<file path="src/rtl/square_draw_arbiter.sv">
// square_draw_arbiter: shares one VGA pixel-write port between N_REQ
// 4x4-square draw requesters, granting them round-robin.
//
// Ports:
//   clk, resetn   clock, synchronous active-low reset
//   req           per-requester draw request (level, held until done)
//   req_x/y       packed top-left coordinates, 8 / 7 bits per requester
//   req_colour    packed colour, 3 bits per requester
//   req_erase     draw black instead of req_colour
//   done          one-cycle acknowledge to the served requester
//   busy          high while a square is drawn or acknowledged
//   vga_*         pixel write port to the VGA adapter
module square_draw_arbiter #(
  parameter int N_REQ = 4
) (
  input  logic               clk,
  input  logic               resetn,
  input  logic [N_REQ-1:0]   req,
  input  logic [8*N_REQ-1:0] req_x,
  input  logic [7*N_REQ-1:0] req_y,
  input  logic [3*N_REQ-1:0] req_colour,
  input  logic [N_REQ-1:0]   req_erase,
  output logic [N_REQ-1:0]   done,
  output logic               busy,
  output logic [7:0]         vga_x,
  output logic [6:0]         vga_y,
  output logic [2:0]         vga_colour,
  output logic               vga_plot
);

  localparam int PW = (N_REQ > 1) ? $clog2(N_REQ) : 1;

  typedef enum logic [1:0] {
    S_IDLE,
    S_DRAW,
    S_DONE
  } state_t;

  state_t        state;
  state_t        state_nx;
  logic [3:0]    cnt;
  logic [PW-1:0] ptr;
  logic [PW-1:0] gnt;
  logic [PW-1:0] win;
  logic [PW-1:0] idx;
  logic          any;
  logic [7:0]    lat_x;
  logic [6:0]    lat_y;
  logic [2:0]    lat_c;

  // Scan from the farthest offset down so the set bit
  // closest to ptr is the last one written and wins.
  always_comb begin
    win = ptr;
    any = 1'b0;
    idx = '0;
    for (int k = N_REQ - 1; k >= 0; k--) begin
      idx = PW'((int'(ptr) + k) % N_REQ);
      if (req[idx]) begin
        win = idx;
        any = 1'b1;
      end
    end
  end

  always_comb begin
    state_nx = state;
    unique case (state)
      S_IDLE:  if (any) state_nx = S_DRAW;
      S_DRAW:  if (cnt == 4'd15) state_nx = S_DONE;
      S_DONE:  state_nx = S_IDLE;
      default: state_nx = S_IDLE;
    endcase
  end

  always_ff @(posedge clk) begin
    if (!resetn) begin
      state <= S_IDLE;
      cnt   <= '0;
      ptr   <= '0;
      gnt   <= '0;
      lat_x <= '0;
      lat_y <= '0;
      lat_c <= '0;
    end else begin
      state <= state_nx;
      if (state == S_IDLE && any) begin
        gnt   <= win;
        ptr   <= (int'(win) == N_REQ - 1) ?
                 '0 : win + 1'b1;
        cnt   <= '0;
        lat_x <= req_x[8*int'(win) +: 8];
        lat_y <= req_y[7*int'(win) +: 7];
        lat_c <= req_erase[win] ?
                 3'b000 : req_colour[3*int'(win) +: 3];
      end else if (state == S_DRAW) begin
        cnt <= cnt + 4'd1;
      end
    end
  end

  // cnt[1:0] steps x, cnt[3:2] steps y: row-major order.
  always_comb begin
    done       = '0;
    busy       = (state != S_IDLE);
    vga_plot   = 1'b0;
    vga_x      = '0;
    vga_y      = '0;
    vga_colour = '0;
    if (state == S_DRAW) begin
      vga_plot   = 1'b1;
      vga_x      = lat_x + {6'd0, cnt[1:0]};
      vga_y      = lat_y + {5'd0, cnt[3:2]};
      vga_colour = lat_c;
    end
    if (state == S_DONE) done[gnt] = 1'b1;
  end

endmodule

</file>
<file path="config.mk">
export PLATFORM = sky130hd
export DESIGN_NAME = square_draw_arbiter
export DESIGN_NICKNAME = d
export VERILOG_FILES = /design/src/rtl/square_draw_arbiter.sv
export SDC_FILE = /design/constraint.sdc
export NUM_CORES = 1
export LEC_CHECK = 0
export BUFFER_PORTS_ARGS = -buffer_cell sky130_fd_sc_hd__buf_4
export CELL_PAD_IN_SITES_DETAIL_PLACEMENT = 1
export CELL_PAD_IN_SITES_GLOBAL_PLACEMENT = 1
export CORE_ASPECT_RATIO = 1.1
export CORE_MARGIN = 3
export CORE_UTILIZATION = 36
export CTS_CLUSTER_SIZE = 10
export DETAILED_ROUTE_END_ITERATION = 12
export GPL_ROUTABILITY_DRIVEN = 0
export PLACE_DENSITY = 0.89
export SYNTH_ARGS = -nofsm -noshare
export SYNTH_HDL_FRONTEND = slang
export SYNTH_SLANG_ARGS = --single-unit
</file>
<file path="constraint.sdc">
create_clock -name clk -period 2.87 [get_ports clk]
set_input_delay 0.574 -clock clk [delete_from_list [all_inputs] [get_ports clk]]
set_output_delay 0.574 -clock clk [all_outputs]
set_load 0.02 [all_outputs]
</file>
### Yosys cells after proc, flatten, opt, wreduce, memory -nomap -nowiden

Cells that the tools add are included.
W data, S select, Z words.

| cells by class | value |
|---|---|
| add/sub/neg operators | 7 |
| $mul | 2 |
| magnitude comparators | 7 |
| eq/ne operators | 6 |
| shift-type cells | 3 |
| multiplexer cells | 30 |
| bitwise gates (word level) | 1 |
| reductions and logical operators | 6 |

Operators with widths:

| cell | count |
|---|---|
| $shiftx A32 B6 Y8 | 1 |
| $shiftx A28 B6 Y7 | 1 |
| $lt A2 B3 Y1 const B | 6 |
| $mux W2 | 7 |
| $shiftx A12 B5 Y3 | 1 |
| $mux W1 | 11 |
| $bmux W1 S2 | 5 |
| $add A8 B2 Y8 | 1 |
| $mux W8 | 1 |
| $add A7 B2 Y7 | 1 |
| $mux W7 | 1 |
| $mux W3 | 2 |
| $mul A3 B2 Y5 const A | 1 |
| $add A2 B1 Y2 const B | 2 |
| $add A2 B2 Y2 const B | 2 |
| $add A4 B1 Y4 const B | 1 |
| $eq A2 B1 Y1 const B | 2 |
| $eq A4 B4 Y1 const B | 1 |
| $mul A2 B2 Y4 const A | 1 |
| $mux W4 | 1 |
| $ne A2 B2 Y1 const B | 2 |
| $pmux W2 S2 | 1 |
| $demux W1 S2 | 1 |
| $eq A2 B2 Y1 const B | 1 |
| 7 further kinds | 8 |

| word-level totals | value |
|---|---|
| flip-flop bits (word level) | 28 |
| input port bits | 82 |
| output and inout port bits | 24 |
| word-level logic and storage cells | 69 |

### Depth between registers and ports, before layout

Gate-level depths: netlist (run 1).

| depth | value |
|---|---|
| depth after elaboration | 10 |
| mapped depth | 7 |
| mapped depth without buffers | 7 |

### Worst setup path after synthesis (run 1)

No wires, ideal clock.

| timing path | value |
|---|---|
| path kind | reg-to-output |
| from | register cnt[2] |
| to | output vga_y[6] |
| arrival time | 1.666 ns |
| required time | 2.296 ns |
| slack | 0.630 ns |
| stages on the path, launching flop included | 8 |
| buffers on the path | 0 |
| cells stage by stage | dfxtp_1 ha_1 inv_1 fa_1 nor2b_1 nand4_1 xor2_1 nor2_1 |

| between the ends | value |
|---|---|
| cells in the longest elaborated chain, start to end | 2 |

RTL lines:

| element | line | source |
|---|---|---|
| start, declared | 41 | `logic [3:0] cnt;` |
| start signal, assigned | 97 | `cnt <= cnt + 4'd1;` |
| $add A7 B2 Y7 | 113 | `vga_y = lat_y + {5'd0, cnt[3:2]};` |
| $mux W7 | 110 | `if (state == S_DRAW) begin` |
| end, declared | 26 | `output logic [6:0] vga_y,` |

Every way passes these cells.

### Worst setup path in the final report (run 1)

Ends and elaborated chain as after synthesis.

==> summary.md, run 1 <==
| Metric | Value |
|---|---|
| DR WL/cell | about 19 um |
| GRT busiest layer | met2 |
| Reg power frac | 38.1% |
| Critical Path Fanout Max | 4 |
| Maxcap violations | 0 |
| DR DRC count | 0 |
| Slowest-stage cell, CP | dfxtp_1 |
| Switching share of power | a little under two fifths |
| Via density per instance | 5.80 |
| CP Capture Point | vga_y[6] |
| Synth area leaders | dfxtp_1 24%, and3_1 8.7%, a2111oi_2 6.3%, o21bai_1 4.7%, o21ai_0 4.4% |
| Post-synth top area share | a little under a quarter |
| Storage element area | about 560 um^2 |
| Status | finished clean |
| GRT Util Overall | roughly 22% |
| Power share of the combinational group | between 40% and 50% |
| Post-synth EDFFs | 0 |
| Post-Syn Nets | approximately 380 |
| Crit path cell chain | ha_1 -> inv_1 -> fa_1 -> nor2b_1 -> nand4_1 -> xor2_1 -> nor2_1 -> buf_4 |
| Max-slew violations | 0 |
| Largest net degree at the start of global routing | 34 |
| Die X | around 84 um |
| Post-synth cell types | just under 50 |
| CP top delay family | adder cells |
| CTS Buf Count | 3 |
| Hold Buf Count CTS | 0 |
| Total power | roughly 1.3 mW |
| Post-cts repair resize count | 0 |
| Critical Path AT | around 2.1 ns |
| Mapped Area | about 0.0024 mm^2 |
| Clock share of power | between 15 and 20% |
| VDD IR-drop max | between 0.00015 and 0.0002 V |
| Deepest clock path buffer count | 2 |
| Drt total wl | 8710 um |
| Initial Util | between 30% and 40% |
| CTS tree | done |
| Initial antenna violation count | 0 |
| Setup bufs post-CTS | 0 |
| CP Class | flop to output port |
| Buffers on Ports | approximately 110 |
| Area leader, netlist | dfxtp_1 |
| R2R Setup Slk | about 0.50 ns |
| CP Data Required Time | between 2 and 2.5 ns |
| Ys Warns | 0 |
| Setup TNS | 0 ns |
| CP startpoint | cnt[2] |
| Core Area | roughly 0.0063 mm^2 |
| Die area | roughly 0.0076 mm^2 |
| P_leak | 1.47 nW |
| DR iter-0 viols | 212 |
| Die Y | slightly above 90 um |
| Sequential fraction of the synthesis area | between 20% and 30% |
| Num rows | 30 |
| # setup viols final | 0 |
| Asr flop ratio synth | 0% |
| Clk sink count | 28 |
| Internal power | roughly 0.8 mW |
| Post-DP HPWL | approximately 6800 um |
| FILL cells | around 770 |
| Slew HR | 65.8% |
| Clock tree root buffer cell | clkbuf_8 |
| Clock transition at path regs | ~0.09 ns |
| H-tree depth | 1 |
| Met1 Resource Use GR | 28.7% |
| Tcrit/Tclk final | between 90% and 100% |
| DR vias | between 2,000 and 3,000 |
| Syn Area/Cell | just over 8 um^2 |
| Final Hold Violating Endpoints | 0 |
| Congestion Overflow GR | 0 |
| Clock Latency Late Sink | 0.28 ns |
| Stages on worst setup path | 8 |
| Final ANT Viol Nets | 0 |
| Met3 GRT Util | around 3% |
| Fin nets | around 480 |
| Worst-Margin Slew | 0.512 ns |
| Multi-input logic area | between 0.0015 and 0.002 mm^2 |
| NetSw | approximately 0.5 mW |
| Crit end category | output port |
| IO Pins | between 100 and 150 |
| Area growth syn-to-layout | 37.2% |
| RSZ-0062 raised after global routing | no |
| Crit path time final | around 2.7 ns |
| Worst reg2reg path endpoint | lat_y[2] |
| Crit path buf inv count | 2 |
| ANT cells | 0 |
| Drt pass-1 iters | 4 |
| Share of layout cells above drive strength 1 | ~38% |
| Global-route wire length before repair | approximately 14,000 um |
| Hold Path Depth | 2 |
| Vias in the first global route | approximately 2,900 |
| Reg2reg start | ptr[1] |
| Met2 usage | between 30% and 40% |
| Startpoint Class | flop |
| Final Skew | approximately 0.0036 ns |
| Number of synthesized register bits | 28 |
| Reg2reg path depth | 6 |
| Synth Instances | 290 |
| Pwr/cell area | 397 mW/mm^2 |
| Peak Freq | 372 MHz |
| Synth Flop Type | dfxtp_1 |
| Worst path max stage delay | just over 0.4 ns |
| HP Class | input pin to flop |
==> power groups by stage <==
stage	Sequential [mW]	Clock, mW	Combinational [mW]
2_1_floorplan	0.479	0	0.374
3_3_place_gp	0.495	0	0.560
3_5_place_dp	0.502	0	0.577
4_1_cts	0.493	0.219	0.584
5_1_grt	0.502	0.239	0.639
6_report	0.495	0.219	0.584
==> final cells by class <==
type | count | share of cell area [%]
multi-input cells | 235 | 52.0
repair buffers | 113 | 25.9
flip-flops and latches | 28 | 17.1
well taps | 80 | 3.06
clock buffers | 3 | 1.26
inverters | 5 | 0.574
==> cells in the final DEF (no fill, tap or decap), drive strengths merged, types with 3 or more instances in the layout <==
| master | n |
|---|---|
| nand4b | 3 |
| a21oi | 7 |
| nand3 | 20 |
| a31o | 13 |
| a21o | 3 |
| o21ai | 22 |
| nand2 | 14 |
| ha | 5 |
| nor2 | 16 |
| nor2b | 10 |
| a2111oi | 14 |
| xor2 | 7 |
| clkbuf | 3 |
| xnor2 | 6 |
| and2 | 6 |
| nand2b | 5 |
| and3 | 34 |
| a211oi | 5 |
| dfxtp | 28 |
| a2111o | 5 |
| nor3 | 3 |
| o21bai | 15 |
| buf | 113 |
| nor4 | 4 |
| inv | 5 |
==> how the worst min path moves through the flow <==
stage	start	end
3_5_place_dp	cnt[3]	state[1]
5_1_grt	req_colour[7]	lat_c[1]
4_1_cts	req_colour[7]	lat_c[1]
2_1_floorplan	gnt[0]	gnt[0]
3_3_place_gp	gnt[0]	gnt[0]
6_report	req_colour[7]	lat_c[1]
==> sequential cells by signal, summed over array words and instances (netlist names) <==
name	flops
lat_y	7
lat_c	3
ptr	2
gnt	2
lat_x	8
state	2
cnt	4
==> synth_stat cells, types with 2 or more instances <==
| cell type | n |
|---|---|
| buf_6 | 2 |
| nor4bb_1 | 2 |
| xor2_1 | 7 |
| dfxtp_1 | 28 |
| nor3_1 | 2 |
| nor2b_1 | 9 |
| nor2_1 | 16 |
| a31o_2 | 11 |
| nand4_1 | 2 |
| a21oi_1 | 7 |
| and3_1 | 33 |
| nand3_1 | 20 |
| a2111oi_0 | 2 |
| nand2b_1 | 5 |
| a2111o_1 | 5 |
| buf_4 | 2 |
| nand4b_1 | 3 |
| inv_1 | 5 |
| a21o_1 | 3 |
| nand2_1 | 14 |
| fa_1 | 2 |
| nor4_1 | 4 |
| a2111oi_2 | 10 |
| o21ai_0 | 21 |
| and2_1 | 6 |
| ha_1 | 5 |
| xnor2_1 | 6 |
| a211oi_1 | 5 |
| clkbuf_1 | 17 |
| a2111oi_4 | 2 |
| a31o_1 | 2 |
| o21bai_1 | 15 |
==> kinds of logic (layout without fill, tap and decap cells) <==
group,count (synthesis),after routing,share of synthesized area (%)
XOR/XNOR,13,13,4.78
adder cells (fa/ha/maj),7,7,4.30
flip-flops,28,28,23.5
AND/OR/NAND/NOR,127,127,30.9
AO/OA/AOI/OAI,88,88,31.2
buffers and inverters,27,121,5.25
==> routing by layer <==
metal	vias up	wire length (um)
met5	-	0
met4	0	280
met3	24	536
met2	98	4360
met1	1284	3540
li1	1285	-
==> per-stage QoR <==
stage	cells	utilization, %	hold WS (ns)	area, um^2	worst slack, ns
3_3_place_gp	461	51.2	0.481	3230	0.439
3_5_place_dp	461	51.2	0.494	3230	0.335
2_1_floorplan	290	-	0.466	2380	0.630
6_report	464	51.9	0.504	3270	0.181
4_1_cts	464	51.9	0.506	3270	0.158
5_1_grt	464	51.9	0.493	3270	0.0416
==> worst reg2reg max path, cell delays in order, from the launching register on <==
cell	delay (ns)
dfxtp_1	0.49
nor2b_2	0.27
a2111o_1	0.38
nand2_1	0.26
buf_4	0.28
a2111oi_0	0.46
o21bai_1	0.12
No activity file was read; power rests on OpenSTA's default activity.
==> inputs of run 2 (changes only) <==
--- a/config.mk
+++ b/config.mk
@@ -15,6 +15,8 @@
 export DETAILED_ROUTE_END_ITERATION = 12
 export GPL_ROUTABILITY_DRIVEN = 0
 export PLACE_DENSITY = 0.89
+export RECOVER_POWER = 50
+export SETUP_SLACK_MARGIN = 0.4
 export SYNTH_ARGS = -nofsm -noshare
 export SYNTH_HDL_FRONTEND = slang
 export SYNTH_SLANG_ARGS = --single-unit
==> summary.md, run 2 (same netlist as run 1, synthesis figures left out) <==
| Metric | Value |
|---|---|
| Status | finished clean |
| Met2 usage | 38.1% (+0.40 points) |
| P_leak | 1.44 nW (-1.9%) |
| Die area | 0.00763 mm^2 (unchanged) |
| Deepest clock path buffer count | 2 (unchanged) |
| GRT busiest layer | met2 |
| DR DRC count | 0 (unchanged) |
| CP Data Required Time | 3.04 ns (+0.74 ns) |
| Hold Path Origin | req_colour[7] |
| HP Class | input pin to flop |
| Reg2reg path depth | 6 (unchanged) |
| Top reg by flops | lat_x |
| Core Area | 0.00631 mm^2 (unchanged) |
| ANT cells | 0 (unchanged) |
| Drt pass-1 iters | 4 (unchanged) |
| Peak Freq | 405 MHz (+9.0%) |
| DR WL/cell | 19.2 um (+2.2%) |
| CP startpoint | req[3] |
| Clk sink count | 28 (unchanged) |
| Tcrit/Tclk final | 86.0% (-7.7 points) |
| Area growth syn-to-layout | 36.0% |
| FILL cells | 769 (-0.26%) |
| Hold_ws | 0.504 ns (-0.000613 ns) |
| Congestion Overflow GR | 0 (unchanged) |
| H-tree depth | 1 (unchanged) |
| Worst reg2reg path endpoint | lat_x[1] |
| Leading cell types in the layout, fill and taps excluded | 106 x buf_4, 33 x and3_1, 22 x dfxtp_1, 21 x o21ai_0, 20 x nand3_1 |
| Max-slew violations | 0 (unchanged) |
| Slew HR | 44.2% (-22 points) |
| Worst path max stage delay | 0.60 ns (+0.19 ns) |
| # setup viols final | 0 (unchanged) |
| R2R Setup Slk | 0.50 ns (about the same) |
| Vias in the first global route | 2,874 (+0.35%) |
| Crit path buf inv count | 2 (unchanged) |
| IO Pins | 106 (unchanged) |
| Fin nets | 478 (+0.63%) |
| Initial Util | 37.8% (unchanged) |
| Final Skew | 0.00396 ns (+0.000380 ns) |
| Critical Path Fanout Max | 15 (+11) |
| Post-DP HPWL | 6820 um (unchanged) |
| Die Y | 91.3 um (unchanged) |
| Share of layout cells above drive strength 1 | 37.0% (-0.81 points) |
| Met1 Resource Use GR | 28.8% (+0.17 points) |
| Regs by FF count | lat_x x8, lat_y x7, cnt x4 |
| Stages on worst setup path | 7 (-1) |
| Crit path time final | 2.47 ns (-0.222 ns) |
| Most common cell after layout, fill and taps aside | buf_4 |
| CP Class | input pin to flop |
| RSZ-0062 raised after global routing | yes |
| DR vias | 2,691 (unchanged) |
| CP top delay family | compound AO/OA/AOI/OAI gates |
| Clock Latency Late Sink | 0.28 ns (about the same) |
| Crit end category | flop |
| DR iter-0 viols | 203 (-4.2%) |
| Met3 GRT Util | 2.81% (-0.18 points) |
| Drt total wl | 8960 um (+2.8%) |
| Max reg flops | 8 (unchanged) |
| Clock tree root buffer cell | clkbuf_8 |
| GRT Util Overall | 22.4% (+0.13 points) |
| Initial antenna violation count | 0 (unchanged) |
| VDD IR-drop max | 0.000191 V (-1.2%) |
| Final ANT Viol Nets | 0 (unchanged) |
| Final Hold Violating Endpoints | 0 (unchanged) |
| CTS Buf Count | 3 (unchanged) |
| Crit path cell chain | clkbuf_1 -> nor2b_1 -> a2111o_1 -> nand2_1 -> buf_4 -> a211oi_1 -> o32ai_1 |
| Via density per instance | 5.76 (-0.64%) |
| Hold Buf Count CTS | 0 (unchanged) |
| Slowest-stage cell, CP | a2111o_1 |
| Num rows | 30 (unchanged) |
| CTS tree | done |
| Startpoint Class | input pin |
| Die X | 83.6 um (unchanged) |
| Worst-Margin Slew | 0.838 ns (+0.325 ns) |
| CP Capture Point | lat_y[1] |
| Buffers on Ports | 105 (unchanged) |
| Setup TNS | 0 ns (unchanged) |
| Largest net degree at the start of global routing | 34 (unchanged) |
| Critical Path AT | 2.64 ns (+0.53 ns) |
| Reg2reg start | ptr[1] |
| Global-route wire length before repair | 14,100 um (+0.59%) |
| Pwr/cell area | 396 mW/mm^2 (-0.31%) |
| Clock transition at path regs | 0.09 ns (about the same) |
| Maxcap violations | 0 (unchanged) |
==> run 2: cell types whose count changed in the layout (fill, tap and decap cells not counted), sizes merged <==
cell | previous run | this run
clkbuf | 3 | 13
buf | 113 | 106
==> run 2: repair_timing <==
| item | 4_1_cts | 5_1_grt |
|---|---|---|
| pin swaps | 1 | 1 |
| endpoints found under the setup margin | 3 | 17 |
| gates resized for setup | 6 | 8 |
| buffers inserted | 2 | 1 |
==> run 2: cell type report <==
cell class              count  area [um^2]  share of cell area, %
well taps                  80          100                   3.09
clock buffers               3         41.3                   1.27
multi-input cells         235         1680                   51.8
flip-flops and latches     28          568                   17.5
inverters                   5         18.8                  0.579
repair buffers            116          833                   25.7
==> run 2: worst min path at each step <==
| stage | end | slack, ns | cells after the start |
|---|---|---|---|
| CTS | lat_c[1] | 0.51 | 2 |
| global route | lat_c[1] | 0.50 | 2 |
| floorplan | gnt[0] | 0.47 | 2 |
| finish | lat_c[1] | 0.50 | 2 |
| detailed placement | state[1] | 0.49 | 2 |
| global placement | gnt[0] | 0.48 | 2 |
==> run 2: power breakdown <==
group / switching, mW / internal [mW] / leakage, nW
sequential: 0.0588 / 0.439 / 0.233
combinational: 0.306 / 0.258 / 1.19
clock: 0.126 / 0.0946 / 0.0216
==> run 2: through the flow <==
stage                     instances  total power [mW]  util, %  worst slack (ns)  cell area, um^2
after floorplan                 290             0.853        -             0.630             2380
after global placement          461              1.05     51.2             0.439             3230
after detailed placement        461              1.08     51.2             0.335             3230
after CTS                       466              1.30     52.3             0.399             3300
after global routing            467              1.36     51.4             0.221             3240
final                           467              1.28     51.4             0.403             3240
==> run 2: worst reg2reg max path, cell delays in order, from the launching register on <==
cell       delay (ns)
dfxtp_2          0.41
nor2b_1          0.28
a2111o_1         0.40
nand2_1          0.26
buf_4            0.28
a2111oi_0        0.47
o21bai_1         0.14
==> run 2: routing by layer <==
| metal | up-vias | part of all wire, % |
|---|---|---|
| met2 | 99 | 51 |
| met1 | 1284 | 40 |
| li1 | 1290 | - |
| met5 | - | 0 |
| met3 | 18 | 5.8 |
| met4 | 0 | 2.7 |
